<file path="src/rtl/timer_sched.sv">
// rtl/timer_sched.sv - four-channel countdown timer scheduler sharing one tick prescaler (optional TIMER_SCHED_PERIODIC_EN)
module timer_sched #(
    parameter int JIFFIES = 100_000_000,
    parameter int LEN_W   = 8
) (
    input  logic             clk,
    input  logic             reset_n,
    input  logic             req_valid,
    input  logic [1:0]       req_ch,
    input  logic [LEN_W-1:0] req_len,
`ifdef TIMER_SCHED_PERIODIC_EN
    input  logic             req_periodic,
`endif
    output logic             req_ready,
    input  logic [3:0]       cancel,
    output logic [3:0]       busy,
    output logic [3:0]       done,
    output logic             tick
);

    localparam logic [31:0]      PCOUNT_LAST = 32'(JIFFIES - 1);
    localparam logic [LEN_W-1:0] REM_ONE     = LEN_W'(1);

    logic [31:0]      pcount_q, pcount_d;
    logic [3:0]       busy_q, busy_d;
    logic [3:0]       done_q, done_d;
    logic [LEN_W-1:0] rem_q [4];
    logic [LEN_W-1:0] rem_d [4];
`ifdef TIMER_SCHED_PERIODIC_EN
    logic [LEN_W-1:0] reload_q [4];
    logic [LEN_W-1:0] reload_d [4];
    logic [3:0]       periodic_q, periodic_d;
`endif

    logic load_acc;

    // Ready and tick are decodes of registered state only
    assign req_ready = !busy_q[req_ch];
    assign tick      = (|busy_q) && (pcount_q == PCOUNT_LAST);
    assign busy      = busy_q;
    assign done      = done_q;
    assign load_acc  = req_valid && req_ready;

    // Per-channel next state: cancel beats a final tick; loads only ever land on idle channels
    always_comb begin
        busy_d = busy_q;
        done_d = '0;
        rem_d  = rem_q;
`ifdef TIMER_SCHED_PERIODIC_EN
        reload_d   = reload_q;
        periodic_d = periodic_q;
`endif
        for (int i = 0; i < 4; i++) begin
            if (cancel[i] && busy_q[i]) begin
                busy_d[i] = 1'b0;
                rem_d[i]  = '0;
            end else if (busy_q[i] && tick) begin
                if (rem_q[i] > REM_ONE) begin
                    rem_d[i] = rem_q[i] - REM_ONE;
                end else begin
                    done_d[i] = 1'b1;
`ifdef TIMER_SCHED_PERIODIC_EN
                    if (periodic_q[i]) begin
                        rem_d[i] = reload_q[i];
                    end else begin
                        busy_d[i] = 1'b0;
                        rem_d[i]  = '0;
                    end
`else
                    busy_d[i] = 1'b0;
                    rem_d[i]  = '0;
`endif
                end
            end
            if (load_acc && (req_ch == 2'(i))) begin
                if (req_len == '0) begin
                    done_d[i] = 1'b1;
                end else begin
                    busy_d[i] = 1'b1;
                    rem_d[i]  = req_len;
`ifdef TIMER_SCHED_PERIODIC_EN
                    reload_d[i]   = req_len;
                    periodic_d[i] = req_periodic;
`endif
                end
            end
        end
    end

    // Shared prescaler: runs only while something counts, parks at 0 once everything is idle
    always_comb begin
        pcount_d = pcount_q;
        if ((busy_d == 4'b0000) || tick) begin
            pcount_d = '0;
        end else if (|busy_q) begin
            pcount_d = pcount_q + 32'd1;
        end
    end

    // State registers with synchronous active-low reset
    always_ff @(posedge clk) begin
        if (!reset_n) begin
            pcount_q <= '0;
            busy_q   <= '0;
            done_q   <= '0;
            for (int i = 0; i < 4; i++) begin
                rem_q[i] <= '0;
`ifdef TIMER_SCHED_PERIODIC_EN
                reload_q[i] <= '0;
`endif
            end
`ifdef TIMER_SCHED_PERIODIC_EN
            periodic_q <= '0;
`endif
        end else begin
            pcount_q <= pcount_d;
            busy_q   <= busy_d;
            done_q   <= done_d;
            for (int i = 0; i < 4; i++) begin
                rem_q[i] <= rem_d[i];
`ifdef TIMER_SCHED_PERIODIC_EN
                reload_q[i] <= reload_d[i];
`endif
            end
`ifdef TIMER_SCHED_PERIODIC_EN
            periodic_q <= periodic_d;
`endif
        end
    end

endmodule

</file>
<file path="config.mk">
export PLATFORM = sky130hd
export DESIGN_NAME = timer_sched
export DESIGN_NICKNAME = d
export VERILOG_FILES = /design/src/rtl/timer_sched.sv
export SDC_FILE = /design/constraint.sdc
export NUM_CORES = 1
export LEC_CHECK = 0
export BUFFER_PORTS_ARGS = -buffer_cell sky130_fd_sc_hd__buf_2
export CORE_MARGIN = 10
export CORE_UTILIZATION = 55
export CTS_CLUSTER_SIZE = 28
export DETAILED_ROUTE_END_ITERATION = 10
export GPL_ROUTABILITY_DRIVEN = 1
export PLACE_DENSITY = 0.75
export SLEW_MARGIN = 20
export SYNTH_ARGS = -nofsm -noshare
export SYNTH_HDL_FRONTEND = slang
export SYNTH_SLANG_ARGS = --single-unit
</file>
<file path="constraint.sdc">
create_clock -name clk -period 2.1 [get_ports clk]
set_input_delay 0.42 -clock clk [delete_from_list [all_inputs] [get_ports clk]]
set_output_delay 0.42 -clock clk [all_outputs]
set_load 0.02 [all_outputs]
</file>
Yosys cells after proc, flatten, opt, wreduce, memory -nomap -nowiden
Cells that the tools add are included.
Widths: inputs -> output; s select.
{"block": "word_totals", "elab_cells": 105, "out_inout_bits": 10, "mem_bits_rw": 0, "inputBits": 17, "n_memories": 0, "reg_bits": 72, "romBits": 0, "latch_bits": 0}
{"block": "op_classes", "eq_ne": 4, "n_reduce_logical": 21, "multipliers": 0, "bitwise": 1, "div_mod_pow": 0, "magnitude_cmp": 5, "mux": 62, "n_shift": 0, "add_sub_neg": 5}
{"cell": "$mux 8", "count": 20}
{"cell": "$mux 1", "count": 41}
{"cell": "$add 32x1->32 const B", "count": 1}
{"cell": "$eq 32x27->1 const B", "count": 1}
{"cell": "$gt 8x1->1 const B", "count": 4}
{"cell": "$sub 8x1->8 const B", "count": 4}
{"cell": "$logic_and 1x1->1", "count": 14}
{"cell": "$logic_not 8->1", "count": 1}
{"cell": "$eq 2x2->1 const B", "count": 2}
{"cell": "$logic_not 4->1", "count": 1}
{"cell": "$reduce_or 4->1", "count": 1}
{"cell": "$lt 2x3->1 const B", "count": 1}
{"cell": "$bmux 1 s2", "count": 1}
{"cell": "$eq 2x1->1 const B", "count": 1}
{"cell": "$logic_not 2->1", "count": 1}
{"cell": "$reduce_or 2->1", "count": 1}
{"cell": "$logic_not 1->1", "count": 1}
{"cell": "$logic_or 1x1->1", "count": 1}
{"cell": "$not 1->1", "count": 1}

Logic depth before layout (Yosys ltp)
Gate-level depths: netlist of the first run.
{"block": "depth", "word_depth": 10, "mapped_depth": 9, "ltp_nobuf": 8}

Worst setup path after synthesis of the first run
No wires, ideal clock.
{"block": "synth_path", "kind": "reg2reg", "startpoint": "register busy_q[3] (netlist: busy[3])", "endpoint": "register pcount_q[18]", "path_stages_with_launch": 9, "setup_slack_ns": -0.305, "setup_ns": 0.115, "t_arrival_ns": 2.289, "required_ns": 1.985, "path_cell_list": "dfxtp_1 > buf_4 > or4b_4 > nor4_2 > nand4_1 > a32o_2 > o21ai_4 > buf_6 > nor2_2"}
{"block": "synth_via", "elab_chain_len": 10}
{"item": "from (decl)", "line": "25", "rtl": "logic [3:0] busy_q, busy_d;"}
{"item": "from (signal assigned)", "line": "117", "rtl": "busy_q <= busy_d;"}
{"item": "$reduce_or 4->1", "line": "39, 95"}
{"item": "$logic_and 1x1->1", "line": "39", "rtl": "assign tick = (|busy_q) && (pcount_q == PCOUNT_LAST);"}
{"item": "$logic_and 1x1->1", "line": "57", "rtl": "end else if (busy_q[i] && tick) begin"}
{"item": "$mux 1", "line": "57"}
{"item": "$mux 1", "line": "54", "rtl": "if (cancel[i] && busy_q[i]) begin"}
{"item": "$mux 1", "line": "76", "rtl": "if (req_len == '0) begin"}
{"item": "$mux 1", "line": "75", "rtl": "if (load_acc && (req_ch == 2'(i))) begin"}
{"item": "$logic_not 4->1", "line": "93", "rtl": "if ((busy_d == 4'b0000) || tick) begin"}
{"item": "$logic_or 1x1->1", "line": "93"}
{"item": "$reduce_or 2->1 (no source line)"}
{"item": "to (signal assigned)", "line": "116", "rtl": "pcount_q <= pcount_d;"}
{"item": "to (decl)", "line": "24", "rtl": "logic [31:0] pcount_q, pcount_d;"}
Several ways; a longest one is shown, not always the timed one. The select of a mux whose other input is x is not followed.
A chain may end at the register's enable or synchronous reset.

Worst setup path in the final report of the first run
{"block": "layout_path", "startpoint": "register rem_q[28] (netlist name)", "endpoint": "register pcount_q[20]"}
{"block": "layout_via", "elab_chain_len": 9}
{"item": "from (decl)", "line": "27", "rtl": "logic [LEN_W-1:0] rem_q [4];"}
{"item": "from (signal, indexed assignment)", "line": "120", "rtl": "rem_q[i] <= rem_d[i];"}
{"item": "$gt 8x1->1 *", "line": "58", "rtl": "if (rem_q[i] > REM_ONE) begin"}
{"item": "$mux 1 *", "line": "58"}
{"item": "$mux 1 *", "line": "57"}
{"item": "$mux 1 *", "line": "54"}
{"item": "$mux 1", "line": "76"}
{"item": "$mux 1 *", "line": "75"}
{"item": "$logic_not 4->1 *", "line": "93"}
{"item": "$logic_or 1x1->1 *", "line": "93"}
{"item": "$reduce_or 2->1 (no source line) *"}
Mark *: on every way between the ends. The rest lies on a longest branch, timed or not.

==> impl_results.md, run 1 <==
* CTS Buf Count at 9
* Failing checks: negative setup slack
* Final Net Count at ~640
* Worst slew pin tran at 565.3 ps
* Initial antenna violation count at 0
* YS warnings at 0
* Placeable Area at a little over 7000 um2
* I/O pin total at 27
* Wire length per cell at approximately 18 um
* Chip Width at 105.7 um
* Hold Crit Class: in2reg
* Status: finished with violations
* CTS max path bufs at 2
* Final min period at roughly 2400 ps
* Port bufs at 26
* R2R cell count at 8
* Register bit total from synthesis at 72
* Fin worst setup slack at -306.7 ps
* Initial Util at about 56%
* Post-Syn Instances at between 400 and 500
* Worst slack, placed at -253.6 ps
* Crit path max fanout at 6
* RSZ-0062 raised after global routing: yes
* Clk root buf: clkbuf_8
* GRT Overall Usage at 21.00%
* Vias per cell at ~5.9
* Hold_buf cts at 0
* Startpoint types: register
* Slew headroom at between 60% and 70%
* DRT Pass-1 Iters at 5
* Syn Area/Cell at approximately 8.4 um2
* DRC viols at 0
* Most frequent cells in the layout: buf_4, dfxtp_1, nand2_1
* Top_reg_cell synth: dfxtp_1
* Clock Skew at about 8.1 ps
* GRT Residual Overflow at 0
* Ant. Diodes at 0
* Yosys cell types at between 60 and 70
* Hold depth at 4
* Area growth, synth to finish at 40.57%
* Peak Freq at between 0.4 and 0.5 GHz
* Pin count of the biggest net entering global routing at 22
* Core Util, Final at 78.72%
* Share of layout cells above drive strength 1 at between 30% and 40%
* Max_cap viols at 0
* GPL Wtd Cong at ~0.84
* CTS clock-pin slew for the worst setup and hold paths at around 80 ps
* PD cells at ~540 nW/um2
* EDFF count, synth at 0
* DR vias at between 4,000 and 5,000
* Fin crit share at 114.6%
* Data required, critical path at between 2000 and 2500 ps
* Most common cell after layout, fill and taps aside: buf_4
* CTS tree: yes
* Crit path capture type: register
* Count of final setup violators at 52
* Row Count at 31
* Leak at 2.249 nW
* Post-synth ARST share at 0%
* Die H at around 110 um
* Clock sinks at 72
* Fillers at around 450
* Starting DRT DRC Count at 274
* Final Slew Violations at 0
* Crit path arrival time at ~2700 ps
* Post-synthesis cell area at ~4000 um2
* Syn_nets at between 500 and 600
* DIE AREA at between 10,000 and 15,000 um2
* WL final at approximately 13,000 um
* Global-route wire length before repair at 19,320 um
* H-tree depth at 3
* Post-DP HPWL at around 8400 um
* Vias in the first global route at 4,101
* Sequential share of the synthesized area at a little over a third
* Worst VDD drop at 0.0003781 V
* Post-DRT Antenna Nets at 0
* Worst skew pair latency at about 360 ps
* Critical path class: reg2reg
* Final hold viol count at 0
[report_power, final]
group | internal [mW] | leakage, nW | switching, mW | total (mW)
logic | 0.247 | 1.56 | 0.284 | 0.531
registers | 1.39 | 0.586 | 0.0245 | 1.42
clock network | 0.579 | 0.0993 | 0.543 | 1.12
total | 2.22 | 2.25 | 0.852 | 3.07
[critical path, cell delays in order (launching register included)]
cell and delay [ps]:
dfxtp_2 330, or4_4 540, or4_4 450, a22oi_2 230, o2111ai_4 210, o21ai_4 220
buf_12 150, clkbuf_16 150, nor2_2 40
[registers in the layout (all words and copies together), names as in the netlist]
| name | flops |
|---|---|
| pcount_q | 32 |
| rem_q | 32 |
| busy | 4 |
| done | 4 |
[repair_timing]
| action | in CTS | in global routing |
|---|---|---|
| setup buffers | 5 | 7 |
| setup endpoints to repair | 53 | 62 |
| gates resized for setup | 20 | 71 |
| pin swaps | 4 | 40 |
| cloned | 2 | 2 |
[cell usage after synthesis, types with 3 or more instances]
library cell / instances / area (um2)
dfxtp_1: 72 / 1441
nand2_1: 63 / 236.5
nor2_1: 35 / 131.4
xor2_1: 29 / 254.0
nand3_1: 26 / 130.1
xnor2_1: 26 / 227.7
nand4_1: 20 / 125.1
nor2_2: 19 / 118.9
o21ai_0: 16 / 80.08
nor3_1: 15 / 75.07
o21ai_1: 14 / 70.07
inv_1: 12 / 45.04
and3_1: 10 / 62.56
nor4_1: 10 / 62.56
ha_1: 9 / 112.6
and2_1: 8 / 50.05
a21oi_1: 7 / 35.03
clkbuf_1: 6 / 22.52
nor2b_1: 5 / 31.28
o22ai_1: 5 / 31.28
or4_1: 5 / 37.54
nor3b_1: 4 / 30.03
a21boi_0: 3 / 22.52
buf_1: 3 / 11.26
buf_2: 3 / 15.01
nand4b_1: 3 / 26.28
nor4bb_1: 3 / 30.03
o211ai_1: 3 / 22.52
o21bai_1: 3 / 22.52
[cells by family (layout without fill, tap and decap cells)]
kind of cell               count (synthesis)  after routing  synth area share, %
buffers and inverters                     28            170                3.251
muxes                                      3              3                1.084
DFF                                       72             72                35.68
AOI/OAI and AO/OA                         61             61                10.22
xor gates and xnor gates                  55             55                11.92
and+or+nand+nor                          251            251                35.06
adders and majority gates                  9              9                2.787
[area by class of cell]
type / count / area [um2] / share of cell area, %
multi-input combinational: 379 / 2721 / 47.92
sequential: 72 / 1454 / 25.60
timing repair buffer: 142 / 1137 / 20.03
clock buffer: 11 / 141.4 / 2.490
tap: 99 / 123.9 / 2.181
clock inverter: 5 / 56.30 / 0.9914
inverter: 12 / 45.04 / 0.7931
[metrics by stage]
step	instances	total power [mW]	hold WS, ps	cell area [um2]	TNS, ps
after floorplan	479	1.678	471.8	4068	-3317
after global placement	689	1.844	495.3	5002	-5629
after detailed placement	689	1.855	525.0	5002	-7096
after CTS	712	3.011	414.8	5378	-6467
after global routing	720	3.164	433.6	5679	-13600
final	720	3.069	422.5	5679	-10220
[per-layer routing]
metal / GRT usage [%] / wire length, um
met2: 37.94 / 6794
met5: 0 / 0
met1: 22.70 / 5020
met4: 8.317 / 384
met3: 5.603 / 919
[worst paths after layout]
kind                            slack, ps  startpoint           end
worst max register to register       -310   rem_q[28]  pcount_q[20]
worst min register to register        550    rem_q[9]      rem_q[9]
worst max-delay path                 -310   rem_q[28]  pcount_q[20]
worst min-delay path                  420  req_len[3]     rem_q[27]
Note: power is estimated with default switching activity, not from simulation.
==> run 2, diff against run 1 <==
- GPL_TIMING_DRIVEN: unset -> 0
==> run 2 against run 1 <==
Net effect:
- the run still ends with negative setup slack left
- die area did not move
- flip-flop and latch count did not move
- critical path type unchanged
- clock skew is 9.2 ps higher
- largest cell class unchanged
- worst setup slack got worse by 13 ps
- combinational power is 4.5% lower
==> impl_results.md, run 2 (same netlist as run 1, synthesis figures left out) <==
* CTS clock-pin slew for the worst setup and hold paths at around 80 ps
* Power share of the clock group at roughly two fifths
* Critical path class: reg2reg
* Reg2reg setup slack at -320 ps
* GRT Overall Usage at approximately a fifth
* Leak at 2.042 nW
* Die H at about 110 um
* CP max stage delay at approximately 530 ps
* Hold depth at 3
* GRT Residual Overflow at 0
* PD cells at just under 600 nW/um2
* RSZ-0062 raised after global routing: yes
* Initial Util at 56.00%
* DIE AREA at approximately 11,000 um2
* DRC viols at 0
* Global-route wire length before repair at 19,550 um
* Status: finished with violations
* Leading registers by flop count: pcount_q x32, rem_q x32
* CTS Buf Count at 9
* Max_cap viols at 0
* Worst slack, placed at -550.7 ps
* WL final at about 13,000 um
* Final Slew Violations at 0
* Vias in the first global route at about 4,000
* Crit path capture type: register
* Clock Skew at around 17 ps
* Share of layout cells above drive strength 1 at 37.37%
* Port bufs at 26
* Post-DRT Antenna Nets at 0
* Most common cell after layout, fill and taps aside: nand2_1
* Post-DP HPWL at 7396 um
* DR vias at 4,054
* Failing checks: negative setup slack
* Clock sinks at 72
* Most frequent cells in the layout: nand2_1, dfxtp_1, buf_4
* GPL Wtd Cong at approximately 0.89
* DRT Pass-1 Iters at 5
* Placeable Area at 7214 um2
* Cell-internal power at 2.333 mW
* Pin count of the biggest net entering global routing at 13
* Worst VDD drop at ~0.00034 V
* Wire length per cell at 18.83 um
* P_sw at 0.8519 mW
* Startpoint types: register
* Crit path max fanout at 5
* Met3 routed wirelength at around 920 um
* CP top delay family: simple AND/OR/NAND/NOR gates
* R2R cell count at 9
* Sw Ratio at 26.75%
* Starting DRT DRC Count at roughly 320
* Crit path buffers/inverters at 3
* Comb pwr share at between 15 and 20%
* Vias per cell at ~6.1
* H-tree depth at 3
* Final hold viol count at 0
* I/O pin total at 27
* Peak Freq at approximately 0.41 GHz
* CTS max path bufs at 2
* Chip Width at approximately 110 um
* Flop pwr share at between 40% and 50%
* Count of final setup violators at 63
* Initial antenna violation count at 0
* Row Count at 31
* Core Util, Final at 75.69%
* Data required, critical path at around 2400 ps
* Worst path depth at 9
* WL met1 at 4891 um
* Fin crit share at 115.2%
* Final Net Count at 591
* Crit path arrival time at roughly 2700 ps
* Worst path slowest cell: or4_4
* Fin worst setup slack at -319.8 ps
* CTS tree: yes
* Worst skew pair latency at ~370 ps
* Slew headroom at around two fifths
* Worst slew pin tran at about 900 ps
* Fillers at just under 500
* CP Cell Sequence: or4_4 > or4_4 > a22oi_2 > o2111ai_4 > o21ai_4 > buf_6 > buf_6 > buf_8 > nor2_2
* Final min period at 2420 ps
* Hold Crit Class: in2reg
* Area growth, synth to finish at 35.15%
* Clk root buf: clkbuf_8
* Met2 routed WL at approximately 6200 um
* Max layer used: met4
* Ant. Diodes at 0
## run 2: cell types whose count changed in the layout (fill, tap and decap cells not counted), moves of 7 or more
cell | previous run | this run
buf_4 | 95 | 31
dfxtp_2 | 7 | 14
dfxtp_1 | 64 | 55
nor2_2 | 24 | 15
## run 2: power groups by stage
stage                     combinational [mW]  sequential, mW  clock, mW
final                                  0.507            1.42       1.25
after global routing                   0.533            1.43       1.33
after CTS                              0.466            1.42       1.26
after detailed placement               0.328            1.45          0
after global placement                 0.323            1.45          0
after floorplan                        0.229            1.45          0
## run 2: layer usage
metal	up-vias	track usage [%]
li1	1865	-
met1	1928	24.35
met2	206	36.97
met3	55	4.872
met4	0	9.381
met5	-	0
## run 2: final cells by class
class,instances,area [um2],area share (%)
buffer,15,123.9,2.269
sequential,72,1470,26.92
multi-input combinational,379,2848,52.15
inverter,12,45.04,0.8249
tap,99,123.9,2.269
clock buffer,13,190.2,3.483
timing repair buffer,76,614.3,11.25
clock inverter,3,45.04,0.8249
## run 2: worst register-to-register path: cells and delay by family (launching register included)
family | cells | cell delay (ps)
AOI/OAI and AO/OA | 3 | 610
DFF | 1 | 330
buffers and inverters | 3 | 340
and+or+nand+nor | 3 | 1020
## run 2: stage by stage
stage               instance area [um2]  total power, mW  TNS (ps)  hold WS, ps  cells
floorplan                          4068            1.678     -3317        471.8    479
finish                             5460            3.185    -11590        326.0    669
global placement                   4322            1.773    -23100        496.0    604
detailed placement                 4322            1.780    -28130        506.1    604
global route                       5460            3.286    -14940        350.7    669
CTS                                5259            3.148     -8712        336.1    667
## run 2: path summary, 6_finish.rpt
path / startpoint / to
min: req_len[3] / rem_q[27]
min reg2reg: rem_q[9] / rem_q[9]
max reg2reg: rem_q[28] / pcount_q[22]
max: rem_q[28] / pcount_q[22]
## run 2: timing repair
item	in CTS	in global routing
gates cloned	4	0
resized for setup	86	66
hold buffers	0	0
buffers inserted	43	10
endpoints found under the setup margin	67	71
pin swaps	37	40
